===== src/rtl/laser_cover_scheduler.sv =====
// rtl/laser_cover_scheduler.sv - alternating two-circle coverage search over a 16x16 grid
module laser_cover_scheduler #(
    parameter int NPTS       = 40,
    parameter int RADIUS_SQ  = 16,
    parameter int MAX_ROUNDS = 4
) (
    input  logic       CLK,
    input  logic       RST,
    input  logic       start,
    input  logic [3:0] pt_x,
    input  logic [3:0] pt_y,
    output logic [5:0] pt_addr,
    output logic [3:0] C1X,
    output logic [3:0] C1Y,
    output logic [3:0] C2X,
    output logic [3:0] C2Y,
    output logic [5:0] cover_cnt,
    output logic       busy,
    output logic       DONE
);
    localparam int RW = $clog2(MAX_ROUNDS + 1);
    localparam logic [5:0] LAST_ADDR = 6'(NPTS - 1);
    localparam logic [8:0] R2 = 9'(RADIUS_SQ);

    typedef enum logic [2:0] {IDLE, SCAN, EVAL, PHASE_END, DONE_ST} state_t;

    state_t        state_q, state_d;
    logic          phase_q, phase_d;      // 0: optimising C1, 1: optimising C2
    logic [RW-1:0] round_q, round_d;
    logic [5:0]    prev_best_q, prev_best_d;
    logic [3:0]    cand_x_q, cand_x_d, cand_y_q, cand_y_d;
    logic [5:0]    acc_q, acc_d;
    logic [5:0]    pbest_q, pbest_d;
    logic [3:0]    pbx_q, pbx_d, pby_q, pby_d;
    logic [5:0]    addr_q, addr_d;
    logic [3:0]    c1x_q, c1x_d, c1y_q, c1y_d, c2x_q, c2x_d, c2y_q, c2y_d;
    logic [5:0]    cover_q, cover_d;
    logic          busy_q, busy_d, done_q, done_d;

    logic [3:0]    fix_x, fix_y;
    logic          hit;
    logic [RW-1:0] round_nx;

    function automatic logic in_circle(input logic [3:0] px, input logic [3:0] py,
                                       input logic [3:0] cx, input logic [3:0] cy);
        logic [3:0] dx, dy;
        logic [7:0] dx2, dy2;
        logic [8:0] sum;
        dx  = (px >= cx) ? (px - cx) : (cx - px);
        dy  = (py >= cy) ? (py - cy) : (cy - py);
        dx2 = {4'd0, dx} * {4'd0, dx};
        dy2 = {4'd0, dy} * {4'd0, dy};
        sum = {1'b0, dx2} + {1'b0, dy2};
        return sum <= R2;
    endfunction

    // The circle not being optimised stays put for the whole sweep
    assign fix_x    = phase_q ? c1x_q : c2x_q;
    assign fix_y    = phase_q ? c1y_q : c2y_q;
    assign hit      = in_circle(pt_x, pt_y, cand_x_q, cand_y_q) | in_circle(pt_x, pt_y, fix_x, fix_y);
    assign round_nx = round_q + RW'(1);

    always_comb begin
        state_d     = state_q;
        phase_d     = phase_q;
        round_d     = round_q;
        prev_best_d = prev_best_q;
        cand_x_d    = cand_x_q;
        cand_y_d    = cand_y_q;
        acc_d       = acc_q;
        pbest_d     = pbest_q;
        pbx_d       = pbx_q;
        pby_d       = pby_q;
        addr_d      = addr_q;
        c1x_d       = c1x_q;
        c1y_d       = c1y_q;
        c2x_d       = c2x_q;
        c2y_d       = c2y_q;
        cover_d     = cover_q;
        busy_d      = busy_q;
        done_d      = 1'b0;
        case (state_q)
            IDLE: begin
                if (start) begin
                    c1x_d       = 4'd0;
                    c1y_d       = 4'd0;
                    c2x_d       = 4'd0;
                    c2y_d       = 4'd0;
                    cover_d     = 6'd0;
                    round_d     = '0;
                    prev_best_d = 6'd0;
                    phase_d     = 1'b0;
                    cand_x_d    = 4'd0;
                    cand_y_d    = 4'd0;
                    addr_d      = 6'd0;
                    acc_d       = 6'd0;
                    pbest_d     = 6'd0;
                    pbx_d       = 4'd0;
                    pby_d       = 4'd0;
                    busy_d      = 1'b1;
                    state_d     = SCAN;
                end
            end
            SCAN: begin
                acc_d = acc_q + {5'd0, hit};
                if (addr_q == LAST_ADDR) begin
                    state_d = EVAL;
                end else begin
                    addr_d = addr_q + 6'd1;
                end
            end
            EVAL: begin
                if (acc_q > pbest_q) begin
                    pbest_d = acc_q;
                    pbx_d   = cand_x_q;
                    pby_d   = cand_y_q;
                end
                {cand_y_d, cand_x_d} = {cand_y_q, cand_x_q} + 8'd1;
                if (&{cand_y_q, cand_x_q}) begin
                    state_d = PHASE_END;
                end else begin
                    acc_d   = 6'd0;
                    addr_d  = 6'd0;
                    state_d = SCAN;
                end
            end
            PHASE_END: begin
                acc_d   = 6'd0;
                addr_d  = 6'd0;
                pbest_d = 6'd0;
                pbx_d   = 4'd0;
                pby_d   = 4'd0;
                cover_d = pbest_q;
                if (!phase_q) begin
                    c1x_d   = pbx_q;
                    c1y_d   = pby_q;
                    phase_d = 1'b1;
                    state_d = SCAN;
                end else begin
                    c2x_d   = pbx_q;
                    c2y_d   = pby_q;
                    round_d = round_nx;
                    if (pbest_q > prev_best_q && int'(round_nx) < MAX_ROUNDS) begin
                        prev_best_d = pbest_q;
                        phase_d     = 1'b0;
                        state_d     = SCAN;
                    end else begin
                        done_d  = 1'b1;
                        state_d = DONE_ST;
                    end
                end
            end
            DONE_ST: begin
                busy_d  = 1'b0;
                state_d = IDLE;
            end
            default: state_d = IDLE;
        endcase
    end

    always_ff @(posedge CLK) begin
        if (RST) begin
            state_q     <= IDLE;
            phase_q     <= 1'b0;
            round_q     <= '0;
            prev_best_q <= 6'd0;
            cand_x_q    <= 4'd0;
            cand_y_q    <= 4'd0;
            acc_q       <= 6'd0;
            pbest_q     <= 6'd0;
            pbx_q       <= 4'd0;
            pby_q       <= 4'd0;
            addr_q      <= 6'd0;
            c1x_q       <= 4'd0;
            c1y_q       <= 4'd0;
            c2x_q       <= 4'd0;
            c2y_q       <= 4'd0;
            cover_q     <= 6'd0;
            busy_q      <= 1'b0;
            done_q      <= 1'b0;
        end else begin
            state_q     <= state_d;
            phase_q     <= phase_d;
            round_q     <= round_d;
            prev_best_q <= prev_best_d;
            cand_x_q    <= cand_x_d;
            cand_y_q    <= cand_y_d;
            acc_q       <= acc_d;
            pbest_q     <= pbest_d;
            pbx_q       <= pbx_d;
            pby_q       <= pby_d;
            addr_q      <= addr_d;
            c1x_q       <= c1x_d;
            c1y_q       <= c1y_d;
            c2x_q       <= c2x_d;
            c2y_q       <= c2y_d;
            cover_q     <= cover_d;
            busy_q      <= busy_d;
            done_q      <= done_d;
        end
    end

    assign pt_addr   = addr_q;
    assign C1X       = c1x_q;
    assign C1Y       = c1y_q;
    assign C2X       = c2x_q;
    assign C2Y       = c2y_q;
    assign cover_cnt = cover_q;
    assign busy      = busy_q;
    assign DONE      = done_q;
endmodule


===== config.mk =====
export PLATFORM = sky130hd
export DESIGN_NAME = laser_cover_scheduler
export DESIGN_NICKNAME = d
export VERILOG_FILES = /design/src/rtl/laser_cover_scheduler.sv
export SDC_FILE = /design/constraint.sdc
export NUM_CORES = 1
export LEC_CHECK = 0
export ABC_AREA = 1
export CORE_AREA = 4 4 106 209
export CTS_CLUSTER_SIZE = 28
export DETAILED_ROUTE_END_ITERATION = 16
export DIE_AREA = 0 0 110 213
export MAX_ROUTING_LAYER = met4
export PLACE_DENSITY = 0.51
export SLEW_MARGIN = 20
export SYNTH_ARGS = -nofsm -noshare
export SYNTH_HDL_FRONTEND = slang
export SYNTH_SLANG_ARGS = --single-unit

===== constraint.sdc =====
create_clock -name CLK -period 12.8 [get_ports CLK]
set_input_delay 1.92 -clock CLK [delete_from_list [all_inputs] [get_ports CLK]]
set_output_delay 1.92 -clock CLK [all_outputs]
set_load 0.005 [all_outputs]

# ---- Yosys cells after proc, flatten, opt, wreduce, memory -nomap -nowiden
# Cells that the tools add are included.
dict set report word_totals {
  ff_bits 71
  in_bits 11
  elab_cells 127
}
dict set report op_classes {
  addsub 14
  n_mul 4
  order_cmp 9
  n_eq_ne 13
  muxes 47
  bitwise_logic 3
  reduce_logical 19
}
# operator n
set op_table {}
lappend op_table {{two-way mux 4 bit} 13}
lappend op_table {{case mux 4 bit (2 select lines)} 6}
lappend op_table {{case mux 6 bit (4 select lines)} 2}
lappend op_table {{two-way mux 6 bit} 6}
lappend op_table {{multiplier 4 x 4 -> 8 bit} 4}
lappend op_table {{subtractor 4 bit} 8}
lappend op_table {{case mux 4 bit (3 select lines)} 2}
lappend op_table {{case mux 6 bit (2 select lines)} 2}
lappend op_table {{adder 8 x 8 -> 9 bit} 2}
lappend op_table {{less-or-equal comparator 9 x 5 -> 1 bit (second input constant)} 2}
lappend op_table {{two-way mux 3 bit} 6}
lappend op_table {{case mux 6 bit (3 select lines)} 1}
lappend op_table {{greater-or-equal comparator 4 bit} 4}
lappend op_table {{inequality test 2 bit (second input constant)} 8}
lappend op_table {{greater-than comparator 6 bit} 2}
lappend op_table {{case mux 3 bit (4 select lines)} 1}
lappend op_table {{AND reduction 3 bit} 4}
lappend op_table {{adder 8 x 1 -> 8 bit (second input constant)} 1}
lappend op_table {{AND reduction 2 bit} 4}
lappend op_table {{AND reduction 4 bit} 2}
lappend op_table {{AND reduction 8 bit} 1}
lappend op_table {{adder 6 x 1 -> 6 bit} 1}
lappend op_table {{adder 6 x 1 -> 6 bit (second input constant)} 1}
lappend op_table {{== test 3 x 2 -> 1 bit (second input constant)} 2}
lappend op_table {{17 further kinds} 24}

# ---- Depth between registers and ports, before layout
dict set report depth {
  depth_word 9
  depth_mapped 38
  depth_no_buf 36
}

# ---- Worst setup path after synthesis
# No wires, ideal clock.
dict set report synth_path {
  path_kind {input-to-reg}
  start {in pt_x[0]}
  end {reg acc_q[4]}
  setup_time_ns 0.132
  t_arrival_ns 7.153
  setup_slack_ns 5.515
  cell_stages 29
  cell_sequence {inv_1 -> ha_1 -> inv_1 -> fa_1 -> nand3_1 -> and2_1 -> nand2_1 -> o21ai_0 -> inv_1 -> nor2_1 -> inv_1 -> fa_1 -> fa_1 -> fa_1 -> inv_1 -> fa_1 -> ha_1 -> inv_1 -> fa_1 -> xor2_1 -> o21ai_0 -> nor3_1 -> o211ai_1 -> nand2_1 -> ha_1 -> ha_1 -> a31o_2 -> nand3_1 -> a21oi_1}
}
dict set report synth_via {
  elab_chain_cells 8
  elab_cells_between_ends 17
  classes_between {7 x add/sub; 2 x mul; 4 x order compare; 3 x mux; 1 x bitwise}
}
# element line_no
set synth_rtl {}
lappend synth_rtl {{from (decl)} 10} ;# input logic [3:0] pt_x,
lappend synth_rtl {{subtractor 4 bit / greater-or-equal comparator 4 bit (equally long branches)} 49} ;# dx = (px >= cx) ? (px - cx) : (cx - px);
lappend synth_rtl {{two-way mux 4 bit} 49}
lappend synth_rtl {{multiplier 4 x 4 -> 8 bit} 51} ;# dx2 = {4'd0, dx} * {4'd0, dx};
lappend synth_rtl {{adder 8 x 8 -> 9 bit} 53} ;# sum = {1'b0, dx2} + {1'b0, dy2};
lappend synth_rtl {{less-or-equal comparator 9 x 5 -> 1 bit} 54} ;# return sum <= R2;
lappend synth_rtl {{bitwise OR 1 bit (*)} 60} ;# assign hit = in_circle(pt_x, pt_y, cand_x_q, cand_y_q) | in_circle(pt_x, pt_y, fix_x, fix_y);
lappend synth_rtl {{adder 6 x 1 -> 6 bit (*)} 105} ;# acc_d = acc_q + {5'd0, hit};
lappend synth_rtl {{case mux 6 bit (4 select lines) (*)} 82} ;# case (state_q)
lappend synth_rtl {{to (signal assigned)} 169} ;# acc_q <= 6'd0;
lappend synth_rtl {{to (signal assigned)} 188} ;# acc_q <= acc_d;
lappend synth_rtl {{to (decl)} 32} ;# logic [5:0] acc_q, acc_d;
# Every way passes the cells marked *; elsewhere a longest branch is shown, timed or not.
# A chain may end at the register's enable or synchronous reset.

# ---- Final worst setup path
# Ends and elaborated chain as after synthesis.

==> run_results.csv <==
group,metric,value,unit
grt,met3_usage,1.936,%
clock_tree,ctsResizeCount,0,
sta,final.setup.tns,0,ns
run_status,outcome,"finished, final reports clean",
floorplan,ios,41,
grt,antenna_found_initial,0,
sta,finalHoldViolCount,0,
flow_run,max_cap_viol_count,0,
clock_tree,clockBufferDepth,2,
sta,final-setup-viol-count,0,
route,wl_per_cell,14.67,um
sta,finalCriticalPeriod,8.009,ns
floorplan,fp.coreArea,0.02046,mm2
placement,place_area,0.006695,mm2
critical_path,critical_path_class,"in -> reg",
clock_tree,cts.sinks,71,
grt,grt_pass1_vias,5424,
sta,tightest_slew,0.8939,ns
grt,overflow,0,
route,first_iter_violations,174,
grt,grt-busiest-layer,"met2",
floorplan,initial_core_util,29.82,%
sta,skew,0.005579,ns
cells_and_area,nets,1013,
synth,ys_types,40,
sta,slew_headroom,40.04,%
grt,grt_usage,15.73,%
floorplan,dieArea,0.02343,mm2
power,p_leak,3.292,nW
sta,rsz0062_at_grt,"false",
floorplan,num_rows,74,
route,drtPass1Iterations,5,
synth,yosys.area_share.simple,26.57,%
cells_and_area,post-route-util,34.29,%
synth,syn-num-nets,986,
sta,max_freq,124.9,MHz
placement,port_buffers,40,
synth,seq_area_frac_synth,23.29,%
synth,syn_area,0.006102,mm2
clock_tree,ctsHoldBuffers,0,
clock_tree,clk_pin_slew,0.06,ns
grt,grt_pass1_wl,27.21,mm
clock_tree,htree_levels,3,
synth,yosys_warnings,0,
sta,min_period_over_period,62.57,%
placement,dpl.hpwl,13.75,mm
floorplan,die_w,110,um
clock_tree,clock_latency,0.34,ns
sta,slew_viol_final,0,
power,vdd_ir_drop_max,0.07416,mV
placement,globalplace.congestion,0.8327,
critical_path,arrival,8.27,ns
hold_path,hold_path.class,"reg -> reg",
route,drc,0,
power,power,1.051,mW
cells_and_area,layout-drive-gt1-share,5.568,%
clock_tree,cts_root_buf,"clkbuf_16",
grt,grt_max_degree,45,
cells_and_area,syn_to_final_growth,14.99,%
synth,ys_seq_elements,71,
synth,synthAdderAreaFrac,26.04,%
power,p_per_area,149.8,mW/mm2
route,routed_wl,17.08,mm
synth,synthCells,866,
critical_path,cp-start-kind,"input port",
grt,grtUsageMet1,13.84,%
floorplan,chipHeight,213,um
critical_path,crit_required,13.06,ns
critical_path,reg2reg_slack,5.67,ns
critical_path,critPathCaptureType,"flip-flop",
route,via_count,5440,
critical_path,slowest_stage,"fa_1",
synth,yosys.area_share.xor_xnor,2.153,%
synth,synth_compound_area_share,10.72,%
clock_tree,cts_made_buffers,9,
synth,postSynthAreaPerCell,7.046,um2
route,drtAntennaViolNets,0,
synth,synth_mux_area_share,0,%
cells_and_area,stdcell_area,0.007017,mm2
clock_tree,cts_setup_buffers,0,
clock_tree,cts_tree,"done",
grt,grt_use_met2,32.01,%
critical_path,max_stage_delay,0.55,ns
cells_and_area,antennaDiodeCount,0,
synth,synth_top_family_by_area,"simple AND/OR/NAND/NOR gates",
critical_path,critPathMaxFanout,5,
route,vias_per_cell,4.674,
[layout by cell type, fill, tap and decap left out, types with 2 or more instances in the layout]
| cell type | n |
|---|---|
| nor3_1 | 4 |
| clkinv_4 | 2 |
| xnor2_1 | 7 |
| xor2_1 | 8 |
| a31oi_1 | 3 |
| o21bai_1 | 5 |
| a211oi_1 | 2 |
| clkdlybuf4s50_1 | 39 |
| or2_2 | 7 |
| inv_1 | 133 |
| clkbuf_16 | 9 |
| nand3_2 | 2 |
| nand3b_1 | 2 |
| clkinv_2 | 3 |
| nor2_2 | 4 |
| fa_1 | 30 |
| nor2_1 | 97 |
| nand2_1 | 194 |
| o21ai_1 | 7 |
| ha_1 | 79 |
| bufinv_16 | 2 |
| nand3_1 | 57 |
| a21oi_1 | 60 |
| buf_4 | 2 |
| o21ai_0 | 35 |
| nand2_2 | 4 |
| nand2_4 | 2 |
| nand4_1 | 7 |
| inv_2 | 7 |
| o211ai_1 | 2 |
| dfxtp_1 | 71 |
| and2_1 | 2 |
[sequential cells by signal (all words and copies together), names as in the netlist, 6 cells and up]
name / flops
pbest_q: 6
prev_best_q: 6
acc_q: 6
pt_addr: 6
cover_cnt: 6
[kinds of logic (layout without fill, tap and decap cells)]
group	count (synthesis)	count (layout)
and+or+nand+nor	383	383
buffers and inverters	168	200
AOI/OAI and AO/OA	120	120
adders and majority gates	109	109
DFF	71	71
xor gates and xnor gates	15	15
[layout make-up]
cell class	instances	area, um2
inverters	142	534.3
multi-input cells	627	3996
repair buffers	42	410.4
clock inverters	7	96.34
clock buffers	9	225.2
fillers	2238	13450
flip-flops and latches	71	1421
well taps	266	332.8
[through the flow]
step           hold WS, ns  std cells  worst slack [ns]
2_1_floorplan       0.4516        866             5.515
3_3_place_gp        0.4532       1148             4.480
3_5_place_dp        0.4583       1148             4.416
4_1_cts             0.4730       1164             4.755
5_1_grt             0.4987       1164             4.294
6_report            0.4680       1164             4.791
[path summary, 6_finish.rpt]
check                           cells after the start    startpoint      endpoint
worst max-delay path                               30       pt_x[0]      acc_q[4]
worst min-delay path                                2  cover_cnt[3]  cover_cnt[3]
worst max register to register                     33       phase_q      acc_q[4]
worst min register to register                      2  cover_cnt[3]  cover_cnt[3]
[worst max-delay path: cells and delay by family]
family,cells,cell delay [ns]
fa+ha+maj,10,3.54
compound gates,5,0.85
buf+inv,7,0.94
simple gates,7,0.88
xor+xnor,1,0.15
[per-layer routing]
layer / routed length, um / vias up / share of wire (%)
li1: - / 2783 / -
met1: 5817 / 2562 / 34
met2: 10450 / 65 / 61
met3: 288 / 30 / 1.7
met4: 522 / 0 / 3.1
met5: 0 / - / 0
[report_power, final]
part	switching [mW]	leakage (nW)	internal, mW	total [mW]
Sequential	0.0125	0.579	0.236	0.249
Combinational	0.312	2.55	0.214	0.526
Clock	0.105	0.160	0.171	0.276
Total	0.429	3.29	0.622	1.05
[cell usage after synthesis (all sizes together)]
library cell,instances,area share [%]
clkinv,2,0.14
o21bai,5,0.62
clkbuf,9,0.55
nand4,7,0.72
xnor2,7,1.0
nand3,59,5.0
a211oi,2,0.25
xor2,8,1.1
o31ai,1,0.12
nand2,200,13
nand3b,2,0.25
inv,140,8.6
a31oi,3,0.31
fa,30,9.8
nor3,5,0.59
a221oi,1,0.25
a21oi,60,4.9
a21o,1,0.12
dfxtp,71,23
o211ai,2,0.25
and2,2,0.21
o211a,1,0.16
nor2,101,6.4
or2,7,0.72
a31o,1,0.14
o21ai,43,3.6
ha,79,16
buf,17,1.9
Note: power is estimated with default switching activity, not from simulation.
